==> src/rtl/output_signature_compactor.sv <==
// Folds wide DUT output words into a MISR and exposes the signature on a few pins:
// a serial MSB-first unload port and a registered parity bit.
module output_signature_compactor #(
  parameter int               WIDTH     = 32,
  parameter int               NUM_WORDS = 4,
  parameter logic [WIDTH-1:0] POLY      = 32'h04C11DB7,
  parameter logic [WIDTH-1:0] SEED      = 32'h00000001
) (
  input  logic                       clk,
  input  logic                       reset,
  input  logic [NUM_WORDS*WIDTH-1:0] data_i,
  input  logic                       sample_en,
  input  logic                       sig_clear,
  input  logic                       unload_req,
  output logic                       sig_out,
  output logic                       sig_valid,
  output logic                       unload_done,
  output logic                       busy,
  output logic                       sig_parity
);

  localparam int CW = (WIDTH > 2) ? $clog2(WIDTH) : 1;

  typedef enum logic {ACCUM, SHIFT} state_t;

  state_t           state;
  logic [WIDTH-1:0] sig;
  logic [WIDTH-1:0] shift;
  logic [CW-1:0]    count;
  logic [WIDTH-1:0] fold;
  logic [WIDTH-1:0] misr_next;

  always_comb begin
    fold = '0;
    for (int k = 0; k < NUM_WORDS; k++) begin
      fold = fold ^ data_i[k*WIDTH +: WIDTH];
    end
  end

  assign misr_next = {sig[WIDTH-2:0], 1'b0} ^ (sig[WIDTH-1] ? POLY : '0) ^ fold;

  // The signature keeps accumulating regardless of unload activity.
  always_ff @(posedge clk or negedge reset) begin
    if (!reset) begin
      sig        <= SEED;
      sig_parity <= 1'b0;
    end else begin
      if (sig_clear) begin
        sig <= SEED;
      end else if (sample_en) begin
        sig <= misr_next;
      end
      sig_parity <= ^sig;
    end
  end

  // The MSB goes straight to sig_out on the load edge, so the shift register
  // holds the remaining bits already moved up by one position.
  always_ff @(posedge clk or negedge reset) begin
    if (!reset) begin
      state       <= ACCUM;
      shift       <= '0;
      count       <= '0;
      sig_out     <= 1'b0;
      sig_valid   <= 1'b0;
      unload_done <= 1'b0;
      busy        <= 1'b0;
    end else begin
      unload_done <= 1'b0;
      case (state)
        ACCUM: begin
          if (unload_req) begin
            state     <= SHIFT;
            shift     <= {sig[WIDTH-2:0], 1'b0};
            count     <= CW'(WIDTH - 1);
            sig_out   <= sig[WIDTH-1];
            sig_valid <= 1'b1;
            busy      <= 1'b1;
          end else begin
            sig_out   <= 1'b0;
            sig_valid <= 1'b0;
            busy      <= 1'b0;
          end
        end
        SHIFT: begin
          if (count == '0) begin
            state       <= ACCUM;
            sig_out     <= 1'b0;
            sig_valid   <= 1'b0;
            busy        <= 1'b0;
            unload_done <= 1'b1;
          end else begin
            sig_out   <= shift[WIDTH-1];
            shift     <= {shift[WIDTH-2:0], 1'b0};
            count     <= count - 1'b1;
            sig_valid <= 1'b1;
            busy      <= 1'b1;
          end
        end
        default: begin
          state     <= ACCUM;
          sig_out   <= 1'b0;
          sig_valid <= 1'b0;
          busy      <= 1'b0;
        end
      endcase
    end
  end

endmodule

==> config.mk <==
export PLATFORM = sky130hd
export DESIGN_NAME = output_signature_compactor
export DESIGN_NICKNAME = d
export VERILOG_FILES = /design/src/rtl/output_signature_compactor.sv
export SDC_FILE = /design/constraint.sdc
export NUM_CORES = 1
export LEC_CHECK = 0
export BUFFER_PORTS_ARGS = -buffer_cell sky130_fd_sc_hd__buf_2
export CAP_MARGIN = 20
export CORE_MARGIN = 2
export CORE_UTILIZATION = 57
export DETAILED_ROUTE_END_ITERATION = 10
export GPL_ROUTABILITY_DRIVEN = 0
export GPL_TIMING_DRIVEN = 0
export HOLD_SLACK_MARGIN = 0.12
export PLACE_DENSITY = 0.85
export SYNTH_ARGS = -nofsm -noshare
export SYNTH_HDL_FRONTEND = slang
export SYNTH_SLANG_ARGS = --single-unit
==> constraint.sdc <==
create_clock -name clk -period 3.5 [get_ports clk]
set_input_delay 0.7 -clock clk [delete_from_list [all_inputs] [get_ports clk]]
set_output_delay 0.7 -clock clk [all_outputs]
set_load 0.05 [all_outputs]
==> run_results.csv, run 1 <==
group,metric,value,unit
run_status,status,"complete, no violations",
routing,vias,4266,
cts,cts_max_level,3,
synth,yosys.cell_types.count,29,
synth,yosys.area.top_type,"dfrtp_1",
sta,setup-violations-final,0,
finish,nNetsFinal,803,
sta,finalHoldViolations,0,
sta,fmax,511,MHz
synth,postSynthCellCount,523,
critical_path,critical_path_class,"reg2reg",
routing,drc,0,
floorplanning,pin_count,138,
critical_path,cp.required,3.76,ns
global_route,grt_max_degree,73,
sta,setup_tns,0,ns
pwr,p_leak,2.57,nW
placed_design,place_ws,1.40,ns
cts,insertion_delay,0.35,ns
sta,drv_slew,0,
critical_path,critPathLaunch,"count[0]",
floorplanning,core,8260,um2
finish,final_cell_mix,"buf_2, xnor2_1, dfrtp_1",
run,max-cap-violations,0,
floorplanning,start_util,0.593,
critical_path,reg2reg_depth,7,
routing,dr.pass1.iters,4,
critical_path,endpoint_kind,"register",
critical_path,critical_path.endpoint,"shift[25]",
synth,yosys_warnings,0,
finish,drive_gt1_frac,0.247,
cts,cts_inserted_buffers,9,
cts,cts_setup_buffers,0,
routing,wire_per_inst,15.7,um
routing,drtIter0Drc,226,
placed_design,dpl.hpwl,9020,um
finish,area_delta_synth_final,19.8,%
floorplanning,die_area,9340,um2
worst_hold_path,min_path_type,"in2async",
synth,ys_seq_area_frac,0.368,
placed_design,placed_area,5700,um2
cts,cts_resized,0,
global_route,grt_antenna_before_repair,0,
global_route,grt_pass1_vias,4502,
cts,path_clk_slew,0.07,ns
synth,synth.top_cell.area_share,0.363,
finish,fin_area,5860,um2
synth,synth-seq-cells,72,
critical_path,crit_arrival,2.22,ns
floorplanning,die_y,96.7,um
sta,skew,0.00712,ns
critical_path,cp_max_fo,10,
sta,post-route-period-util,0.559,
sta,hold_slack,0.488,ns
floorplanning,num_rows,33,
synth,synth_area_leaders,"dfrtp_1, xnor2_1, a211oi_1",
routing,viasPerCell,5.50,
placed_design,io_buffers,135,
synth,synth_nets,657,
finish,fillers,631,
critical_path,rrSetupSlack,1.54,ns
sta,rsz0062_at_grt,"no",
cts,cts_tree,"done",
global_route,globalRouteTotalUtil,0.264,
sta,worst_pin_slew,0.913,ns
pwr,vdd_drop_max,359,uV
routing,wl,12200,um
sta,period_minus_slack,1.96,ns
pwr,p_per_area,661,nW/um2
critical_path,rr_endpoint,"shift[25]",
floorplanning,die_w,96.7,um
global_route,gr-total-overflow,0,
finish,num_antenna_cells,0,
cts,cts_root_buf,"clkbuf_8",
sta,worst_slack,1.54,ns
cts,cts.path.max_buffers,2,
synth,avgSynthCellArea,9.36,um2
global_route,grt_first_pass_wirelength,20400,um
finish,final_common_cell,"buf_2",
critical_path,reg2reg_from,"count[0]",
sta,max_slew_margin,0.392,
critical_path,crit_path_start_kind,"register",
synth,synth_area,4890,um2
cts,cts_hold_buffers,0,
routing,antenna_left,0,
cts,clock-sinks,72,
-- worst min-delay path by stage --
stage	from	to	slack, ns
finish	reset	shift[7]	0.49
CTS	count[0]	count[0]	0.52
global placement	count[0]	count[0]	0.49
detailed placement	count[0]	count[0]	0.50
floorplan	reset	count[0]	0.40
global route	reset	sig[6]	0.56
-- where the power goes --
group / internal, W / total [W] / switching (W)
logic: 0.000895 / 0.00189 / 0.000999
registers: 0.00114 / 0.00140 / 0.000265
clock network: 0.000284 / 0.000580 / 0.000297
total: 0.00232 / 0.00388 / 0.00156
-- critical path: stages (launching register included) --
cell and delay (ns):
dfrtp_1 0.42, inv_1 0.08, ha_1 0.17, or3b_4 0.40
nor2_2 0.23, buf_2 0.29, nand2_1 0.09, a31oi_1 0.18
-- state kept, by name (all words and copies together), names as in the netlist --
name / flops
sig_out: 1
count: 5
sig: 32
shift: 31
sig_parity: 1
unload_done: 1
state: 1
-- layout make-up --
cell class                 count  area, um2  share of cell area
multi-input combinational    415       2900               0.495
sequential                    72       1800               0.307
timing repair buffer         135        678               0.116
buffer                        33        178              0.0303
clock buffer                  12        155              0.0265
tap                          105        131              0.0224
inverter                       3       11.3             0.00192
clock inverter                 1       5.00            0.000853
-- metal layers --
layer | wire length, um | up-vias | global-route usage
li1 | - | 2021 | -
met5 | 0 | - | 0
met3 | 650 | 31 | 0.0470
met1 | 4830 | 2051 | 0.316
met2 | 6400 | 163 | 0.472
met4 | 332 | 0 | 0.101
-- through the flow --
| stage | power, W | instances | util |
|---|---|---|---|
| after floorplan | 0.00280 | 523 | - |
| after global placement | 0.00317 | 763 | 0.690 |
| after detailed placement | 0.00327 | 763 | 0.691 |
| after CTS | 0.00386 | 776 | 0.710 |
| after global routing | 0.00413 | 776 | 0.710 |
| final | 0.00388 | 776 | 0.710 |
-- cells by family (layout without fill, tap and decap cells) --
family / after synthesis / in the layout / share of synthesized area
compound gates: 83 / 83 / 0.116
mux: 19 / 19 / 0.0389
simple gates: 141 / 141 / 0.128
fa+ha+maj: 1 / 1 / 0.00256
flops: 72 / 72 / 0.368
buf+inv: 36 / 184 / 0.0386
xor+xnor: 171 / 171 / 0.308
-- synthesized netlist by cell type (all sizes together) --
cell type	n
o21ai	2
a31oi	31
and2	1
mux2i	19
o31ai	2
inv	3
or3	1
ha	1
or2	2
buf	16
nor2b	29
dfstp	1
nor3b	1
xnor2	140
nor2	43
nand2	61
a211oi	43
xor2	31
or3b	1
clkbuf	17
a21oi	5
nand3	2
dfrtp	71
No activity file was read; power rests on OpenSTA's default activity.
==> run 2: changes to the inputs <==
CORE_UTILIZATION = 53   (was 57)
PLACE_DENSITY = 0.8   (was 0.85)
clock period = 1.9 ns   (was 3.5 ns; I/O delays follow)
==> run 2 against run 1 <==
- sequential power is 84% higher
- die area is 7.2% higher
- combinational power is 85% higher
- critical endpoint is now shift[29]
- cell area is 1.8% higher
- sequential share of layout area is 0.55 points lower
- total power is 87% higher
- clock skew is 0.00098 ns higher
==> run_results.csv, run 2 (synthesis results as in run 1) <==
group,metric,value,unit
global_route,gr-total-overflow,0,
finish,fin_area,5970,um2
floorplanning,die_area,10000,um2
floorplanning,start_util,0.537,
cts,cts_setup_buffers,0,
critical_path,cp_max_fo,10,
routing,viasPerCell,5.43,
critical_path,cpLargestDelayFamily,"simple AND/OR/NAND/NOR gates",
cts,path_clk_slew,0.08,ns
cts,clock-sinks,72,
floorplanning,core,9110,um2
finish,area_delta_synth_final,22.0,%
sta,worst_pin_slew,0.708,ns
finish,regMostFlops,"sig",
critical_path,crit_top_cell,"buf_6",
routing,antenna_left,0,
placed_design,io_buffers,135,
global_route,grt_first_pass_wirelength,18900,um
sta,period_minus_slack,1.87,ns
placed_design,placed_area,5740,um2
cts,cts_root_buf,"clkbuf_8",
run,max-cap-violations,0,
cts,cts_inserted_buffers,9,
sta,post-route-period-util,0.985,
sta,skew,0.00810,ns
global_route,globalRouteTotalUtil,0.237,
finish,final_common_cell,"xnor2_1",
critical_path,crit_arrival,2.07,ns
routing,vias,4276,
critical_path,cp.required,2.10,ns
routing,wire_per_inst,14.7,um
finish,num_antenna_cells,0,
pwr,vdd_drop_max,525,uV
finish,reg_top3,"sig (32), shift (31), count (5)",
critical_path,crit_chain,"inv_1, ha_2, or3b_4, or2_1, buf_6, buf_6, nand2_2, a31oi_2",
finish,drive_gt1_frac,0.256,
critical_path,reg2reg_depth,8,
pwr,p_per_area,1220,nW/um2
critical_path,worst-path-buf-inv,3,
cts,insertion_delay,0.35,ns
critical_path,crit_slowest_cell,"dfrtp_1",
global_route,grt_max_degree,73,
sta,fmax,534,MHz
floorplanning,num_rows,35,
critical_path,crit_path_start_kind,"register",
finish,final_cell_mix,"xnor2_1, buf_2, dfrtp_1",
pwr,p_total,0.00726,W
critical_path,endpoint_kind,"register",
critical_path,cpPeakStageDelay,0.41,ns
cts,cts_tree,"done",
finish,nNetsFinal,805,
cts,cts.path.max_buffers,2,
placed_design,place_inst,770,
placed_design,dpl.hpwl,8510,um
sta,max_slew_margin,0.528,
sta,setup-violations-final,0,
run_status,status,"complete, no violations",
critical_path,crit_cells,8,
critical_path,critical_path_class,"reg2reg",
global_route,grt_pass1_vias,3998,
placed_design,place_ws,0.0377,ns
floorplanning,pin_count,138,
pwr,p_leak,2.59,nW
worst_hold_path,min_path_type,"in2reg",
finish,fin_cells,787,
sta,rsz0062_at_grt,"yes",
floorplanning,die_y,100,um
worst_hold_path,hold_path_depth,2,
cts,cts_max_level,3,
finish,largest_register_ff_count,32,
finish,fillers,742,
sta,finalHoldViolations,0,
sta,drv_slew,0,
floorplanning,die_w,100,um
sta,worst_slack,0.0282,ns
routing,dr.pass1.iters,5,
global_route,grt_antenna_before_repair,0,
routing,drc,0,
routing,wl,11600,um
routing,drtIter0Drc,304,
## run 2: metrics by stage
step | util | setup TNS [ns] | hold slack [ns]
finish | 0.655 | 0 | 0.255
global route | 0.655 | -1.79 | 0.252
CTS | 0.653 | 0 | 0.249
detailed placement | 0.630 | 0 | 0.421
global placement | 0.627 | 0 | 0.486
floorplan | - | 0 | 0.0844
## run 2: path summary, 6_finish.rpt
kind	from	endpoint	slack, ns
setup / recovery	count[0]	shift[29]	0.03
hold / removal	sig_clear	sig[22]	0.25
setup reg to reg	count[0]	shift[29]	0.03
hold reg to reg	count[0]	count[0]	0.51
max in group asynchronous	reset	sig[0]	0.98
min in group asynchronous	reset	count[0]	0.59
## run 2: timing repair
action / in CTS / in global routing
hold endpoints to repair: 71 / 0
hold buffers: 1 / 0
gates resized for setup: 0 / 8
setup endpoints to repair: 0 / 32
## run 2: power by group
part / switching (W) / internal, W / total, W
Combinational: 0.00181 / 0.00168 / 0.00349
Clock: 0.000564 / 0.000640 / 0.00120
Sequential: 0.000478 / 0.00209 / 0.00257
Total: 0.00285 / 0.00441 / 0.00726
## run 2: layer usage
layer	global-route usage	wire, um	vias up
met5	0	0	-
met4	0.0580	182	0
met3	0.0522	850	17
met2	0.415	5950	183
met1	0.301	4610	2050
li1	-	-	2026
## run 2: cell type report
type	count	area, um2	area share
Buffer	33	185	0.0310
Timing Repair Buffer	137	716	0.120
Clock inverter	5	56.3	0.00943
Inverter	3	11.3	0.00189
Clock buffer	11	141	0.0237
Sequential cell	72	1800	0.302
Multi-Input combinational cell	415	2920	0.489
Tap cell	111	139	0.0233
